`config.mk`:
```
export PLATFORM = sky130hd
export DESIGN_NAME = branch_resolver
export DESIGN_NICKNAME = d
export VERILOG_FILES = /design/src/rtl/branch_resolver_pkg.sv /design/src/rtl/branch_resolver_cond.sv /design/src/rtl/branch_resolver.sv
export SDC_FILE = /design/constraint.sdc
export NUM_CORES = 1
export LEC_CHECK = 0
export BUFFER_PORTS_ARGS = -buffer_cell sky130_fd_sc_hd__clkbuf_2
export CORE_MARGIN = 4
export CORE_UTILIZATION = 55
export DETAILED_ROUTE_END_ITERATION = 10
export GPL_ROUTABILITY_DRIVEN = 1
export GPL_TIMING_DRIVEN = 0
export PLACE_DENSITY = 0.82
export SETUP_SLACK_MARGIN = 0.2
export SKIP_LAST_GASP = 1
export SLEW_MARGIN = 30
export SYNTH_ARGS = -nofsm -noshare
export SYNTH_HDL_FRONTEND = slang
export SYNTH_SLANG_ARGS = --single-unit
```
`constraint.sdc`:
```
create_clock -name clk -period 4.1 [get_ports clk]
set_input_delay 0.205 -clock clk [delete_from_list [all_inputs] [get_ports clk]]
set_output_delay 0.205 -clock clk [all_outputs]
set_load 0.03 [all_outputs]
```
`src/rtl/branch_resolver_pkg.sv`:
```
// Shared definitions for the branch resolver: branch-type and FSM encodings,
// plus the branch target helper.
package branch_resolver_pkg;

    typedef enum logic [2:0] {
        BR_NONE = 3'd0,
        BR_BEQ  = 3'd1,
        BR_BNE  = 3'd2,
        BR_BGT  = 3'd3,
        BR_BGE  = 3'd4,
        BR_BLT  = 3'd5,
        BR_BLE  = 3'd6,
        BR_J    = 3'd7
    } br_type_e;

    typedef enum logic [1:0] {
        ST_IDLE     = 2'd0,
        ST_REDIRECT = 2'd1,
        ST_FLUSH    = 2'd2
    } state_e;

    // All arithmetic wraps modulo 2^32; J keeps the region bits of pc+4.
    function automatic logic [31:0] branch_target(input logic [2:0] br_type,
                                                  input logic [31:0] pc,
                                                  input logic [31:0] offset);
        logic [31:0] pc_plus4;
        pc_plus4 = pc + 32'd4;
        if (br_type == BR_J)
            branch_target = {pc_plus4[31:28], offset[25:0], 2'b00};
        else
            branch_target = pc_plus4 + (offset << 2);
    endfunction

endpackage

```
`src/rtl/branch_resolver_cond.sv`:
```
// Combinational branch condition: selects the ALU flag matching the branch type.
// Kept standalone so the hazard unit can reuse the same decision.
module branch_resolver_cond
    import branch_resolver_pkg::*;
(
    input  logic [2:0] br_type,
    input  logic       beq_flag,
    input  logic       bne_flag,
    input  logic       bgt_flag,
    input  logic       bge_flag,
    input  logic       blt_flag,
    input  logic       ble_flag,
    output logic       taken
);

    always_comb begin
        taken = 1'b0;
        case (br_type_e'(br_type))
            BR_NONE: taken = 1'b0;
            BR_BEQ:  taken = beq_flag;
            BR_BNE:  taken = bne_flag;
            BR_BGT:  taken = bgt_flag;
            BR_BGE:  taken = bge_flag;
            BR_BLT:  taken = blt_flag;
            BR_BLE:  taken = ble_flag;
            BR_J:    taken = 1'b1;
            default: taken = 1'b0;
        endcase
    end

endmodule

```
`src/rtl/branch_resolver.sv`:
```
// Branch resolver: decides taken/not-taken, issues a redirect to fetch, then
// holds flush for FLUSH_CYCLES cycles. Also keeps saturating branch statistics.
module branch_resolver
    import branch_resolver_pkg::*;
#(
    parameter int unsigned FLUSH_CYCLES = 2,
    parameter int unsigned CNT_W        = 16
) (
    input  logic             clk,
    input  logic             rst,
    input  logic             in_valid,
    output logic             in_ready,
    input  logic [2:0]       br_type,
    input  logic [31:0]      pc,
    input  logic [31:0]      offset,
    input  logic             beq_flag,
    input  logic             bne_flag,
    input  logic             bgt_flag,
    input  logic             bge_flag,
    input  logic             blt_flag,
    input  logic             ble_flag,
    output logic             redirect_valid,
    input  logic             redirect_ready,
    output logic [31:0]      redirect_pc,
    output logic             flush,
    output logic [CNT_W-1:0] branch_cnt,
    output logic [CNT_W-1:0] taken_cnt
);

    // Counter is loaded with FLUSH_CYCLES-1 so flush is high exactly FLUSH_CYCLES cycles.
    localparam logic [3:0] FLUSH_INIT = (FLUSH_CYCLES == 0) ? 4'd0 : 4'(FLUSH_CYCLES - 1);

    state_e            state_reg;
    logic [3:0]        flush_cnt_reg;
    logic              redirect_valid_reg;
    logic [31:0]       redirect_pc_reg;
    logic              flush_reg;
    logic [CNT_W-1:0]  stat_cnt_reg [2];

    logic              taken;
    logic              accept;
    logic [1:0]        stat_inc;

    branch_resolver_cond u_cond (
        .br_type  (br_type),
        .beq_flag (beq_flag),
        .bne_flag (bne_flag),
        .bgt_flag (bgt_flag),
        .bge_flag (bge_flag),
        .blt_flag (blt_flag),
        .ble_flag (ble_flag),
        .taken    (taken)
    );

    assign in_ready    = (state_reg == ST_IDLE);
    assign accept      = in_valid & in_ready;
    assign stat_inc[0] = accept & (br_type != BR_NONE);
    assign stat_inc[1] = accept & taken;

    always_ff @(posedge clk) begin
        if (rst) begin
            state_reg          <= ST_IDLE;
            flush_cnt_reg      <= 4'd0;
            redirect_valid_reg <= 1'b0;
            redirect_pc_reg    <= 32'd0;
            flush_reg          <= 1'b0;
        end else begin
            case (state_reg)
                ST_IDLE: begin
                    if (accept && taken) begin
                        state_reg          <= ST_REDIRECT;
                        redirect_valid_reg <= 1'b1;
                        redirect_pc_reg    <= branch_target(br_type, pc, offset);
                    end
                end
                ST_REDIRECT: begin
                    if (redirect_ready) begin
                        redirect_valid_reg <= 1'b0;
                        if (FLUSH_CYCLES == 0) begin
                            state_reg <= ST_IDLE;
                        end else begin
                            state_reg     <= ST_FLUSH;
                            flush_reg     <= 1'b1;
                            flush_cnt_reg <= FLUSH_INIT;
                        end
                    end
                end
                ST_FLUSH: begin
                    if (flush_cnt_reg == 4'd0) begin
                        flush_reg <= 1'b0;
                        state_reg <= ST_IDLE;
                    end else begin
                        flush_cnt_reg <= flush_cnt_reg - 4'd1;
                    end
                end
                default: begin
                    state_reg <= ST_IDLE;
                end
            endcase
        end
    end

    // Index 0 counts accepted branches, index 1 counts taken ones; both saturate.
    generate
        for (genvar gi = 0; gi < 2; gi++) begin : g_stat
            always_ff @(posedge clk) begin
                if (rst)
                    stat_cnt_reg[gi] <= '0;
                else if (stat_inc[gi] && (stat_cnt_reg[gi] != {CNT_W{1'b1}}))
                    stat_cnt_reg[gi] <= stat_cnt_reg[gi] + 1'b1;
            end
        end
    endgenerate

    assign redirect_valid = redirect_valid_reg;
    assign redirect_pc    = redirect_pc_reg;
    assign flush          = flush_reg;
    assign branch_cnt     = stat_cnt_reg[0];
    assign taken_cnt      = stat_cnt_reg[1];

endmodule
```
* Yosys cells after proc, flatten, opt, wreduce, memory -nomap -nowiden
Memory sizes are Yosys's and may differ from the RTL's.
Index checks and enable logic that the tools add are counted.
** Word-level totals
- Flip-flop bits (word level) :: 40
- RAM bits :: 32
- Input port bits :: 77
- Output and inout bits :: 67
- Word-level logic and storage cells :: 70
- Memories :: 1
** Cells by class
- Add/sub/neg operators :: 5
- Equal/unequal tests :: 15
- Mux-type cells :: 25
- Bitwise gates (word level) :: 5
- Reductions and logical operators :: 14
** Memory list
- stat_cnt_reg :: words 2, bits a word 16, rd ports 2, clocked after Yosys merged registers in 0, write ports 2, line branch_resolver.sv:38 : logic [CNT_W-1:0] stat_cnt_reg [2];
** Operators with widths (count)
- $add 16x1->16 const B :: 2
- $add 32x3->32 const B :: 1
- $add 32x32->32 :: 1
- $mux 16 :: 2
- $mux 32 :: 1
- $ne 16x16->1 const B :: 2
- $eq 3x3->1 const B :: 4
- $mux 1 :: 12
- $reduce_and 3->1 :: 4
- $mux 4 :: 2
- $pmux 1 s8 :: 1
- $pmux 4 s2 :: 1
- $eq 3x2->1 const B :: 2
- $mux 2 :: 3
- $ne 2x2->1 const B :: 3
- $pmux 2 s3 :: 1
- $logic_not 4->1 :: 1
- $pmux 1 s2 :: 2
- $reduce_bool 2->1 :: 2
- $sub 4x1->4 const B :: 1
- $and 1x1->1 :: 3
- $eq 3x1->1 const B :: 1
- $logic_and 1x1->1 :: 3
- $logic_not 3->1 :: 1
- 7 further kinds :: 8

* Longest topological paths before layout
- Word-level depth :: 8
- Gate-level depth with buffers :: 16
- Mapped depth without buffers :: 14

* By module
Synthesis repeated with hierarchy kept, for this count alone.
** Unflattened totals
- Cells, all modules :: 679
- Area, all modules :: 5661.7 sq um
** By module, submodules not included
- branch_resolver :: times used 1, cells each 671, area each 5605.4 sq um
- branch_resolver_cond :: times used 1, cells each 8, area each 56.3 sq um

* Worst setup path before layout
OpenSTA, ideal clock, no wires.
- Path type :: register to register
- From :: reg state_reg[0]
- To :: mem stat_cnt_reg[1][0] (enable)
- Library setup time :: 0.411 ns
- Arrival time :: 2.900 ns
- Data required time :: 3.689 ns
- Setup slack :: 0.789 ns
- Stages on the path, launching flop included :: 7
- Path buffers :: 2
- Cells stage by stage :: dfxtp_1 nor2_1 o311a_1 o211ai_1 clkbuf_1 buf_1 o21ai_0
** RTL lines
- start, declared :: line branch_resolver.sv:33 : state_e state_reg;
- start signal, assigned :: line branch_resolver.sv:62 : state_reg <= ST_IDLE;
- start signal, assigned :: line branch_resolver.sv:71 : state_reg <= ST_REDIRECT;
- start signal, assigned :: line branch_resolver.sv:80 : state_reg <= ST_IDLE;
- end, declared :: line branch_resolver.sv:38

* Worst setup path after layout
- From :: in pc[12]
- To :: reg redirect_pc_reg[31] (netlist: redirect_pc[31])
** On the way
- Cells in the longest elaborated chain, start to end :: 3
** Ends and longest elaborated chain
- start, declared :: line branch_resolver.sv:14 : input logic [31:0] pc,
- $add 32x3->32 (*) :: line branch_resolver_pkg.sv:27 : pc_plus4 = pc + 32'd4;
- $add 32x32->32 :: line branch_resolver_pkg.sv:31 : branch_target = pc_plus4 + (offset << 2);
- $mux 32 (*) :: line branch_resolver_pkg.sv:28 : if (br_type == BR_J)
- end signal, assigned :: line branch_resolver.sv:73 : redirect_pc_reg <= branch_target(br_type, pc, offset);
- end, declared :: line branch_resolver.sv:36 : logic [31:0] redirect_pc_reg;
Every way passes the cells marked *; elsewhere a longest branch is shown, timed or not.
A chain may end at the register's enable or synchronous reset.

==> results.cfg <==
[floorplan]
num_io_pins = 144
die_height_um = 109.7
die_area_um2 = 12030
core_area_um2 = 9910
initial_core_util = 0.5737
rows = 36
dieWidth_um = 109.7

[sta]
finalSetupViolCount = 0
holdWs_ps = 82.44
setup_tns_ps = 0
slew_headroom = 0.5350
finClkSkew_ps = 11.82
slew_viol_final = 0
finalCritPeriodShare = 0.8631
fin_crit_ps = 3539
fmax_mhz = 282.6
hold_viol_final = 0
rsz0062_at_grt = no
worst_pin_slew_ps = 697.5

[placement]
gp_congestion = 0.9384
detailed_place_hpwl_um = 13250
post_dp_cell_area_um2 = 6568
port_buffers = 140

[synthesis]
yosysMostFrequentCell = nor2_1
synth_top_area_frac = 0.1690
synth_cell_types = 63
synth_area_leaders = edfxtp_1 (17%), dfxtp_1 (14%), ha_1 (8.6%)
synth.avg_cell_area_um2 = 7.952
yosysTopAreaCell = edfxtp_1
synth_edf_count = 32
syn-num-nets = 832
yosys_warnings = 0
yosysSeqAreaShare = 0.3099
synth_seq_cells = 72
syn-cell-area_um2 = 5685
ys_async_sr_fraction = 0
syn_inst = 715
synth-main-ff-cell = dfxtp_1
synth_common_cells = nor2_1 (82), nand2_1 (81), a21oi_1 (66)

[cts]
clk_latency_ps = 370
clk_pin_slew_ps = 90
cts_root_buf = clkbuf_8
cts_setup_buffers = 0
cts_buffers = 9
cts_buffer_depth = 2
tritoncts = built
numClockSinks = 72
htreeDepth = 3

[status]
status = finished, final reports clean

[final_layout]
layout.nets = 984
finalInstanceArea_um2 = 6790
n_antenna_cell = 0
drive_above_1_share = 0.1927
fin_util = 0.6852
area_growth_pct = 19.43

[worst_setup_path]
crit_arrival_ps = 3860
path_max_fanout = 7
timing.rr.start = state_reg[0]$_SDFFE_PP0P_
r2r-end = stat_cnt_reg[1][0]$_SDFFCE_PN0P_
reg2reg_slack_ps = 1130
critPathKind = in2reg
crit_path_start = pc[12]
critPathCapture = redirect_pc[31]$_SDFFE_PP0P_
reg2regPathDepth = 7
cp-start-kind = primary input
cp.required_ps = 4420
end_kind = flop

[route]
drtPass1Iterations = 5
drt_iter0_drc = 519
post_drt_wl_per_cell_um = 17.04
drc = 0
drt_wl_total_um = 17130
routed_via_density = 6.005
ant_nets = 0
vias = 6035

[pwr]
ir_worst_vdd_mv = 0.1534
powerDensity_nw_per_um2 = 331.8
p_leak_uw = 0.002944

[global_route]
track_usage = 0.2839
overflow = 0
antenna_found_initial = 0
grt_max_degree = 17
grt_pass1_vias = 5615
grt_pass1_wl_um = 26820

[job]
cap_violations = 0

[hold_path]
hold_class = in2reg
-- layout by cell type, fill, tap and decap left out, drive strengths merged, types with 11 or more instances in the layout --
cell,n
ha,39
a31oi,11
dfxtp,40
nand4,14
xnor2,44
and3,15
a21oi,66
clkbuf,172
nand3,51
edfxtp,32
nand2,81
o21ai,38
inv,20
nor2,82
or3,11
a21o,13
nor3,16
xor2,28
-- how the worst min path moves through the flow --
| stage | start | slack, ps | end | depth (start not counted) |
|---|---|---|---|---|
| finish | offset[3] | 80 | redirect_pc[5]$_SDFFE_PP0P_ | 3 |
| global route | offset[3] | 80 | redirect_pc[5]$_SDFFE_PP0P_ | 3 |
| CTS | offset[3] | 80 | redirect_pc[5]$_SDFFE_PP0P_ | 3 |
| detailed placement | redirect_pc[0]$_SDFFE_PP0P_ | 460 | redirect_pc[0]$_SDFFE_PP0P_ | 2 |
| global placement | redirect_pc[0]$_SDFFE_PP0P_ | 440 | redirect_pc[0]$_SDFFE_PP0P_ | 2 |
| floorplan | offset[3] | 340 | redirect_pc[5]$_SDFFE_PP0P_ | 2 |
-- metal layers --
| metal | GRT usage | vias up | routed length, um |
|---|---|---|---|
| li1 | - | 2892 | - |
| met1 | 0.3630 | 2818 | 7056 |
| met2 | 0.4660 | 275 | 7980 |
| met3 | 0.05050 | 50 | 1444 |
| met4 | 0.1309 | 0 | 646 |
| met5 | 0 | - | 0 |
-- worst max-delay path: stages --
cell	delay (ps)
clkbuf_2	130
and4_1	250
nand3_1	260
nor2_1	400
nand2_1	120
xnor2_1	140
ha_1	390
nand2_1	130
or3_1	400
a2111oi_1	460
nor2_1	160
and3_1	210
or4_1	510
nand3_1	70
-- cell type report --
cell class | instances | area [um2]
Multi-Input combinational cell | 594 | 3737
Fill cell | 836 | 3119
Sequential cell | 72 | 1762
Timing Repair Buffer | 141 | 711.9
Tap cell | 133 | 166.4
Clock buffer | 10 | 127.6
Buffer | 29 | 116.4
Clock inverter | 6 | 93.84
Inverter | 20 | 75.07
-- power by group --
part | switching, uW | leakage, uW | internal, uW
Sequential | 54.5 | 0.000672 | 815
Clock | 308 | 0.000107 | 346
Combinational | 473 | 0.00217 | 256
-- cell families (layout without fill, tap and decap cells) --
logic type / after synthesis / count (layout) / synth area share
buf+inv: 49 / 206 / 0.03367
xor+xnor: 72 / 72 / 0.1109
fa+ha+maj: 40 / 40 / 0.08935
compound gates: 174 / 174 / 0.1897
simple gates: 304 / 304 / 0.2592
mux: 4 / 4 / 0.007262
flops: 72 / 72 / 0.3099
-- per-stage QoR --
stage               power [uW]  setup slack, ps  instances
floorplan                 1371            788.5        715
global placement          1579            32.04        988
detailed placement        1601            78.43        989
CTS                       2243            440.9       1005
global route              2358            293.7       1005
finish                    2253            561.1       1005
-- timing repair --
action                                  4_1_cts  5_1_grt
hold endpoints to repair                      0        0
gates resized for setup                       0        1
hold buffers                                  0        0
endpoints found under the setup margin        0        1
Note: power is estimated with default switching activity, not from simulation.
